`config.mk`:
```
export PLATFORM = sky130hd
export DESIGN_NAME = uart_packet_tx
export DESIGN_NICKNAME = d
export VERILOG_FILES = /design/src/rtl/uart_packet_tx.sv
export SDC_FILE = /design/constraint.sdc
export NUM_CORES = 1
export LEC_CHECK = 0
export BUFFER_PORTS_ARGS = -buffer_cell sky130_fd_sc_hd__buf_2
export CORE_UTILIZATION = 50
export CTS_BUF_LIST = sky130_fd_sc_hd__clkbuf_8 sky130_fd_sc_hd__clkbuf_16
export DETAILED_ROUTE_END_ITERATION = 7
export HOLD_SLACK_MARGIN = 0.08
export PLACE_DENSITY = 0.76
export SETUP_SLACK_MARGIN = 0.1
export SLEW_MARGIN = 10
export SYNTH_ARGS = -nofsm -noshare
export SYNTH_HDL_FRONTEND = slang
export SYNTH_SLANG_ARGS = --single-unit
```
`constraint.sdc`:
```
create_clock -name clk -period 3.8 [get_ports clk]
set_clock_uncertainty 0.05 [all_clocks]
set_input_delay 0.76 -clock clk [delete_from_list [all_inputs] [get_ports clk]]
set_output_delay 0.76 -clock clk [all_outputs]
set_load 0.02 [all_outputs]
```
`src/rtl/uart_packet_tx.sv`:
```
// uart_packet_tx: takes one 32-bit packet plus a length code, splits it into
// bytes (LSB first) and feeds them one at a time to a UART byte transmitter
// over a tx_start / tx_done handshake.
// Optional feature macro: UART_PACKET_TX_CHECKSUM_EN appends one extra byte,
// the XOR of all data bytes sent, before pulse_sent.
// The shift register is 32 bits wide, so LEN_BITS above 2 is not meaningful.
module uart_packet_tx #(
  parameter logic [15:0] TIMEOUT  = 16'd50000,  // 0 disables the per-byte timeout
  parameter int          LEN_BITS = 2
) (
  input  logic        clk,
  input  logic        rst,            // asynchronous, active low
  input  logic [31:0] packet,
  input  logic        pulse_packet,
  input  logic [7:0]  configuration,
  input  logic        tx_done,
  output logic [7:0]  tx_data,
  output logic        tx_start,
  output logic        busy,
  output logic        pulse_sent,
  output logic        overrun,
  output logic        timeout_err
);

  localparam int              NB_W     = LEN_BITS + 1;
  localparam logic [NB_W-1:0] NB_MAX   = NB_W'(2**LEN_BITS);
  localparam logic [NB_W-1:0] NB_ONE   = NB_W'(1);
  localparam logic [15:0]     TMO_LAST = (TIMEOUT == 16'd0) ? 16'd0 : TIMEOUT - 16'd1;

`ifdef UART_PACKET_TX_CHECKSUM_EN
  typedef enum logic [2:0] {S_IDLE, S_SEND, S_WAIT, S_CSUM, S_DONE, S_ABORT} state_t;
`else
  typedef enum logic [2:0] {S_IDLE, S_SEND, S_WAIT, S_DONE, S_ABORT} state_t;
`endif

  // accepted request: raw packet and decoded byte count
  typedef struct packed {
    logic [31:0]     data;
    logic [NB_W-1:0] nbytes;
  } pkt_req_t;

  state_t          state, nxt;
  pkt_req_t        req_in;
  logic [31:0]     shift_q;
  logic [NB_W-1:0] nbytes_q;
  logic [NB_W-1:0] cnt_q;
  logic [15:0]     timer_q;
  logic            accept;
  logic            byte_done;
  logic            last_byte;
  logic            more_data;
  logic            timer_run;
  logic            tmo_hit;
  logic [LEN_BITS-1:0] len_code;
  logic            unused_cfg;

`ifdef UART_PACKET_TX_CHECKSUM_EN
  logic [7:0]      csum_q;
  logic            csum_phase_q;   // the byte in flight is the checksum
`endif

  // length code 0 means the full packet width
  assign len_code       = configuration[LEN_BITS-1:0];
  assign req_in.data    = packet;
  assign req_in.nbytes  = (len_code == '0) ? NB_MAX : {1'b0, len_code};
  assign unused_cfg     = ^configuration[7:LEN_BITS];

  assign last_byte = ((cnt_q + NB_ONE) == nbytes_q);
  assign tmo_hit   = (TIMEOUT != 16'd0) && (timer_q >= TMO_LAST);

`ifdef UART_PACKET_TX_CHECKSUM_EN
  assign more_data = byte_done && !last_byte && !csum_phase_q;
  assign timer_run = (state == S_SEND) || (state == S_WAIT) || (state == S_CSUM);
`else
  assign more_data = byte_done && !last_byte;
  assign timer_run = (state == S_SEND) || (state == S_WAIT);
`endif

  // a request outside IDLE is dropped and flagged for that cycle only
  assign overrun = pulse_packet && (state != S_IDLE);

  // state register
  always_ff @(posedge clk or negedge rst) begin
    if (!rst) state <= S_IDLE;
    else      state <= nxt;
  end

  // next-state and strobe decode
  always_comb begin
    nxt         = state;
    tx_start    = 1'b0;
    busy        = 1'b0;
    pulse_sent  = 1'b0;
    timeout_err = 1'b0;
    accept      = 1'b0;
    byte_done   = 1'b0;
    case (state)
      S_IDLE: begin
        if (pulse_packet) begin
          accept = 1'b1;
          nxt    = S_SEND;
        end
      end
      S_SEND: begin
        tx_start = 1'b1;
        busy     = 1'b1;
        nxt      = S_WAIT;
      end
      S_WAIT: begin
        busy = 1'b1;
        // tx_done takes priority over a timeout expiring in the same cycle
        if (tx_done) begin
          byte_done = 1'b1;
`ifdef UART_PACKET_TX_CHECKSUM_EN
          if (csum_phase_q)   nxt = S_DONE;
          else if (last_byte) nxt = S_CSUM;
          else                nxt = S_SEND;
`else
          nxt = last_byte ? S_DONE : S_SEND;
`endif
        end else if (tmo_hit) begin
          nxt = S_ABORT;
        end
      end
`ifdef UART_PACKET_TX_CHECKSUM_EN
      S_CSUM: begin
        tx_start = 1'b1;
        busy     = 1'b1;
        nxt      = S_WAIT;
      end
`endif
      S_DONE: begin
        busy       = 1'b1;
        pulse_sent = 1'b1;
        nxt        = S_IDLE;
      end
      S_ABORT: begin
        timeout_err = 1'b1;
        nxt         = S_IDLE;
      end
      default: nxt = S_IDLE;
    endcase
  end

  // datapath: shift register, byte counter, per-byte timer and tx_data.
  // tx_data is loaded on entry to SEND so it is valid during the tx_start cycle.
  always_ff @(posedge clk or negedge rst) begin
    if (!rst) begin
      shift_q      <= '0;
      nbytes_q     <= '0;
      cnt_q        <= '0;
      timer_q      <= '0;
      tx_data      <= 8'h00;
`ifdef UART_PACKET_TX_CHECKSUM_EN
      csum_q       <= 8'h00;
      csum_phase_q <= 1'b0;
`endif
    end else if (accept) begin
      shift_q      <= req_in.data;
      nbytes_q     <= req_in.nbytes;
      cnt_q        <= '0;
      timer_q      <= '0;
      tx_data      <= req_in.data[7:0];
`ifdef UART_PACKET_TX_CHECKSUM_EN
      csum_q       <= req_in.data[7:0];
      csum_phase_q <= 1'b0;
`endif
    end else if (byte_done) begin
      shift_q <= shift_q >> 8;
      cnt_q   <= cnt_q + NB_ONE;
      timer_q <= '0;
      if (more_data) tx_data <= shift_q[15:8];
`ifdef UART_PACKET_TX_CHECKSUM_EN
      if (more_data) csum_q <= csum_q ^ shift_q[15:8];
      if (last_byte && !csum_phase_q) begin
        tx_data      <= csum_q;
        csum_phase_q <= 1'b1;
      end
`endif
    end else if (timer_run && (timer_q != 16'hFFFF)) begin
      timer_q <= timer_q + 16'd1;
    end
  end

endmodule

```
Word-level counts from Yosys, hierarchy flattened
Cells that the tools add are included.

operators by class
  $lt $le $gt $ge = 1
  muxes and demuxes = 24
  reduce and logical (&&, ||, !) cells = 14
  equal/unequal tests = 8
  $add $sub $neg = 2

operators by type and width
  operator                 number
  $mux W32                 2
  $mux W16                 3
  $mux W8                  3
  $mux W3                  6
  $add A16 B1 Y16 const B  1
  $ge A16 B16 Y1 const B   1
  $ne A16 B16 Y1 const B   1
  $pmux W3 S3              1
  $mux W1                  8
  $eq A3 B2 Y1 const B     2
  $reduce_bool A3 Y1       2
  $reduce_and A2 Y1        2
  $reduce_bool A2 Y1       2
  $add A3 B1 Y3 const B    1
  $eq A3 B1 Y1 const B     1
  $eq A3 B3 Y1             1
  $eq A3 B3 Y1 const B     1
  $logic_and A1 B1 Y1      3
  $logic_not A3 Y1         1
  $ne A3 B3 Y1 const B     1
  $reduce_or A3 Y1         1
  $logic_not A2 Y1         1
  $mux W2                  1
  $ne A2 B2 Y1 const B     1
  other kinds (2)          2

word-level totals
  word-level logic and storage cells = 55
  register bits = 65

Logic depth before layout (Yosys ltp)
Gate-level depths: netlist of run 1.

  depth in word-level cells = 7
  depth in mapped cells = 6
  depth with buffers taken out = 5

Worst setup path after synthesis of run 1
No wires, ideal clock.

  path kind = in2out
  start point = input pulse_packet
  end point = output overrun
  arrival = 1.269 ns
  stages = 1
  path buffers = 0
  setup slack = 1.721 ns
  required time = 2.990 ns
  cells stage by stage = a21boi_0

between the ends
  longest elaborated chain between the ends = 1

RTL lines
  item                 line  RTL
  start: declaration   14    input logic pulse_packet,
  $logic_and A1 B1 Y1  80    assign overrun = pulse_packet && (state != S_IDLE);
  end: declaration     21    output logic overrun,

No other way between the ends.

Final worst setup path of run 1
  start point = register state[0]
  end point = output tx_start

between the ends
  longest elaborated chain between the ends = 2

RTL lines
  item                      line  RTL
  start: declaration        42    state_t state, nxt;
  start signal: assignment  85    else state <= nxt;
  $eq A3 B1 Y1              97    case (state)
  $mux W1                   97
  end: declaration          18    output logic tx_start,

No other way between the ends.

==> results of run 1 <==
[cells by family after synthesis]
group,after synthesis
AOI/OAI and AO/OA,80
xor gates and xnor gates,5
adders and majority gates,2
buffers and inverters,20
DFF,57
muxes,1
and+or+nand+nor,117
[report_power, final]
part	switching [µW]	leakage, µW	internal, µW	total (µW)
combinational	561	0.000706	347	908
sequential	174	0.000728	823	996
clock	231	0.0000995	315	546
[layout by cell type, fill, tap and decap left out, types with 8 or more instances in the layout]
cell type / instances
o22ai_1: 8
a22o_1: 9
clkbuf_8: 10
or4_1: 10
a22oi_1: 16
nor2_1: 12
o31ai_1: 10
nand3_1: 9
dfrtp_1: 57
a21oi_1: 24
buf_2: 50
nand2_1: 50
[layer usage]
layer,vias up,part of all wire (%)
li1,1149,-
met1,1125,47
met2,62,46
met3,14,4.4
met4,0,2.5
met5,-,0
[state kept, by name, indices dropped and copies added (netlist names)]
register,cells
timer_q,16
state,3
shift_q,24
cnt_q,3
nbytes_q,3
tx_data,8
[through the flow]
stage	hold slack [ps]	setup slack [ps]	util [%]
6_report	427	1450	60.5
3_5_place_dp	413	1500	56.9
3_3_place_gp	408	1540	56.9
5_1_grt	452	1360	60.5
4_1_cts	429	1440	60.5
2_1_floorplan	396	1720	-
[layout make-up]
class / count / share of cell area [%]
Multi-Input combinational cell: 205 / 39.5
Clock buffer: 10 / 4.16
Timing Repair Buffer: 54 / 8.47
Sequential cell: 57 / 43.1
Inverter: 3 / 0.340
Clock inverter: 6 / 1.78
Tap cell: 72 / 2.72
[final timing paths]
| kind | startpoint | endpoint | slack (ps) | depth (start not counted) |
|---|---|---|---|---|
| min | shift_q[8] | shift_q[8] | 430 | 2 |
| max reg2reg | state[1] | timer_q[14] | 1650 | 5 |
| max | state[0] | tx_start | 1450 | 2 |
| min in group asynchronous | rst | shift_q[25] | 440 | 1 |
| min reg2reg | shift_q[8] | shift_q[8] | 430 | 2 |
| max in group asynchronous | rst | timer_q[4] | 2460 | 2 |
[critical path: stages, from the launching register on]
cell     delay [ps]
dfrtp_1         650
nor3b_1         340
buf_2           220
==> flow_metrics.tcl, run 1 <==
set metrics [dict create \
    setup_viol 0 \
    antennaDiodeCount 0 \
    wire_per_inst_um 15.4 \
    synth-seq-area-share_pct 50.3 \
    yosys.area.top_type "dfrtp_1" \
    die_h_um 77.3 \
    area_growth_pct 16.7 \
    cts_setup_buffers 0 \
    vias 2350 \
    placed_cell_area_mm2 0.00311 \
    cts_hold_buf 0 \
    multi_input_comb_area_mm2 0.00131 \
    numCtsBuffers 9 \
    finalHoldViolCount 0 \
    crit_path_max_fanout 9 \
    ys_types 47 \
    syn_area_mm2 0.00284 \
    synth_xor_area_share_pct 2.73 \
    arrival_ps 1540 \
    syn-num-nets 328 \
    rsz0062_at_grt "false" \
    ios 57 \
    core_mm2 0.00547 \
    synth_top_family_by_area "simple AND/OR/NAND/NOR gates" \
    grt.busiest_layer "met2" \
    period_minus_slack_ps 2350 \
    antenna_found_initial 0 \
    use_met1_pct 32.4 \
    grtUsageMet3_pct 6.24 \
    hpwl_mm 4.26 \
    gp_congestion 0.817 \
    initial_core_util_pct 51.9 \
    critical_path_required_ps 2990 \
    portBuffers 50 \
    h-tree-depth 3 \
    synth_fa_ha_area_share_pct 0.882 \
    dr.pass1.iters 4 \
    cts_buffer_depth 2 \
    first_iter_violations 192 \
    yosysMostFrequentCell "dfrtp_1" \
    slew_viol_final 0 \
    cts_resized 0 \
    powerDensity_mw_per_mm2 740 \
    grt_overflow 0 \
    num_rows 27 \
    synth_top_area_share_pct 50.3 \
    finalNonFillerCells 407 \
    max_freq_mhz 426 \
    synthSimpleGateAreaFrac_pct 22.8 \
    yosysWarnings 0 \
    cp-start-kind "register" \
    grt_max_degree 37 \
    dieArea_mm2 0.00598 \
    synth_mux_area_share_pct 0.353 \
    layout-drive-gt1-share_pct 23.6 \
    worstSetupPathType "register to output port" \
    synth_common_cells "dfrtp_1 (57), nand2_1 (50), a21oi_1 (24)" \
    syn_inst 282 \
    synth_edf_count 0 \
    grt_usage_pct 23.6 \
    synth_ff_type "dfrtp_1" \
    final_area_mm2 0.00331 \
    clock_sinks 57 \
    yosys_register_bits 57 \
    hold_class "register to register" \
    drt-total-wl_mm 6.27 \
    post-route-period-util_pct 61.7 \
    power_uw 2450 \
    peakVddDrop_v 0.000326 \
    grt_pass1_vias 2316 \
    path_clk_slew_ps 60 \
    ff_latch_area_mm2 0.00143 \
    grt_pass1_wl_mm 10.9 \
    clk_latency_ps 330 \
    synth_area_leaders "dfrtp_1 (50%), nand2_1 (6.6%), a21oi_1 (4.2%)" \
    n_fill_cell 485 \
    dieWidth_um 77.3 \
    fin_nets 376 \
    max_cap_viol_count 0 \
    tightest_slew_ps 753 \
    dp_cells 391 \
    drc 0 \
    relSlewSlack_pct 49.8 \
    drtAntennaViolNets 0 \
    setup_tns_ps 0 \
    synth_compound_area_share_pct 19.3 \
    clock-root-buffer "clkbuf_8" \
    viasPerCell 5.77 \
    p_leak_uw 0.00153 \
    status "finished, final reports clean" \
    cts_tree "yes" \
    synthArstFlopShare_pct 100 \
    end_kind "output port" \
    synth_area_per_cell_um2 10.1 \
    met2_usage_pct 34.5 \
]
Power figures use the tool's default switching activity.
==> run 2, diff against run 1 <==
Settings changed: ABC_AREA set to 1, PLACE_DENSITY 0.76 to 0.75.
Clock period 3.8 ns to 2.3 ns, I/O delays scaled along.
==> run 2 against run 1 <==
- register-to-register slack got worse by 1200 ps
- routed wire length shrank 1.2%
- synthesized cell count rose by 35%
- clock power is 96% higher
- global-route usage fell by 0.24 points
- first-iteration DRC count down 46%
==> flow_metrics.tcl, run 2 <==
set metrics [dict create \
    core_mm2 0.00557 \
    pwr-share-seq_pct 36.0 \
    place_ws_ps 393 \
    h-tree-depth 3 \
    cts_buffer_depth 2 \
    synth_edf_count 0 \
    synth_ff_type "dfrtp_1" \
    grt_pass1_vias 2576 \
    synth_common_cells "nand2_1 (118), dfrtp_1 (57), inv_1 (41)" \
    num_rows 27 \
    comb_power_share_pct 38.5 \
    yosys.area.top_type "dfrtp_1" \
    yosys_register_bits 57 \
    worstSetupPathType "register to register" \
    viasPerCell 5.04 \
    largest_reg_flops 24 \
    finalHoldViolCount 0 \
    worst_slack_ps 429 \
    powerDensity_mw_per_mm2 1210 \
    critical_path_required_ps 2470 \
    cts_setup_buffers 0 \
    setup_tns_ps 0 \
    clock_sinks 57 \
    layout-drive-gt1-share_pct 19.7 \
    synth_area_leaders "dfrtp_1 (49%), nand2_1 (15%), nand3_1 (6.0%)" \
    relSlewSlack_pct 71.6 \
    internal_power_uw 2540 \
    grt_usage_pct 23.3 \
    drt-total-wl_mm 6.20 \
    post-route-period-util_pct 81.4 \
    slew_viol_final 0 \
    clock-root-buffer "clkbuf_8" \
    path_clk_slew_ps 70 \
    clockPowerShare_pct 25.5 \
    drtAntennaViolNets 0 \
    antennaDiodeCount 0 \
    layout_commonest_cell "nand2_1" \
    grt_max_degree 43 \
    portBuffers 50 \
    synthArstFlopShare_pct 100 \
    syn_area_mm2 0.00293 \
    p_switching_uw 1680 \
    clk_latency_ps 330 \
    numCtsBuffers 9 \
    yosysWarnings 0 \
    synth_top_area_share_pct 48.7 \
    dr.pass1.iters 4 \
    grt_overflow 0 \
    vias 2588 \
    setup_viol 0 \
    fin_nets 482 \
    ys_types 30 \
    antenna_found_initial 0 \
    reg.largest.list "shift_q: 24 flops, timer_q: 16 flops, tx_data: 8 flops" \
    multi_input_comb_area_mm2 0.00127 \
    dieArea_mm2 0.00617 \
    end_kind "register" \
    sw_frac_of_total_pct 39.7 \
    yosysMostFrequentCell "nand2_1" \
    wire_per_inst_um 12.1 \
    first_iter_violations 103 \
    hold_class "input port to register" \
    regMostFlops "shift_q" \
    mostFrequentLayoutCells "nand2_1 (117), dfrtp_1 (57), buf_2 (50), inv_1 (41), nor2_1 (37)" \
    ff_latch_area_mm2 0.00143 \
    initial_core_util_pct 52.6 \
    status "finished, final reports clean" \
    p_leak_uw 0.00177 \
    cp-start-kind "register" \
    n_fill_cell 518 \
    ios 57 \
    synth-seq-area-share_pct 48.7 \
    tightest_slew_ps 426 \
    arrival_ps 2040 \
    period_minus_slack_ps 1870 \
    grt_pass1_wl_mm 11.2 \
    synth_area_per_cell_um2 7.69 \
    syn-num-nets 427 \
    gp_congestion 0.852 \
    max_freq_mhz 534 \
    crit_path_max_fanout 17 \
    rsz0062_at_grt "false" \
    dieWidth_um 78.6 \
    drc 0 \
    syn_inst 381 \
    die_h_um 78.6 \
    max_cap_viol_count 0 \
    area_growth_pct 19.3 \
    peakVddDrop_v 0.000871 \
    hpwl_mm 4.42 \
    cts_tree "yes" \
]
==> run 2: power by group through the flow <==
stage | sequential, µW | combinational (µW) | clock, µW
3_3_place_gp | 1520 | 1590 | 0
3_5_place_dp | 1530 | 1630 | 0
5_1_grt | 1560 | 1860 | 1130
4_1_cts | 1520 | 1640 | 1090
6_report | 1520 | 1620 | 1070
2_1_floorplan | 1570 | 1140 | 0
==> run 2: critical path, cell delays in order, from the launching register on <==
cell and delay (ps):
dfrtp_1 400, inv_2 110, nand2_1 70, nor2_1 140, nand2_1 220, nand2_1 160, inv_2 150, nand2_4 170
inv_2 110, nor2_1 130, nor2_2 40
==> run 2: metrics by stage <==
stage          cell area (µm²)  std cells  hold slack (ps)  power (µW)  utilization, %
6_report                  3500        513              267        4220            62.8
3_5_place_dp              3260        496              420        3160            58.5
2_1_floorplan             2930        381              114        2710               -
4_1_cts                   3500        513              263        4250            62.7
3_3_place_gp              3260        496              413        3110            58.5
5_1_grt                   3500        513              283        4550            62.8
==> run 2: cells by family after synthesis <==
group	after synthesis	share of synthesized area, %
flops	57	48.7
xor+xnor	6	1.79
simple gates	207	29.5
fa+ha+maj	2	0.853
compound gates	49	11.1
buf+inv	60	8.15
==> run 2: per-layer routing <==
layer | global-route usage [%] | up-vias | routed length [µm]
met3 | 4.88 | 9 | 260
met1 | 29.2 | 1186 | 2970
met5 | 0 | - | 0
met4 | 7.78 | 0 | 79
met2 | 39.9 | 55 | 2890
li1 | - | 1338 | -
==> run 2: final cells by class <==
type	instances	area share [%]
multi-input combinational	264	36.3
inverter	46	4.94
sequential	57	40.8
timing repair buffer	58	8.94
clock inverter	6	2.58
clock buffer	10	3.93
tap	72	2.58
==> run 2: repair_timing <==
item / 4_1_cts / 5_1_grt
hold endpoints to repair: 17 / 0
gates resized for setup: 0 / 1
hold buffers: 1 / 0
setup endpoints to repair: 0 / 1
==> run 2: final timing paths <==
check / startpoint / endpoint / slack, ps / cells after the start
min: configuration[1] / nbytes_q[2] / 270 / 2
min reg2reg: shift_q[16] / shift_q[16] / 440 / 2
max: state[2] / timer_q[14] / 430 / 10
max reg2reg: state[2] / timer_q[14] / 430 / 10
max in group asynchronous: rst / shift_q[30] / 1250 / 3
min in group asynchronous: rst / timer_q[8] / 600 / 3
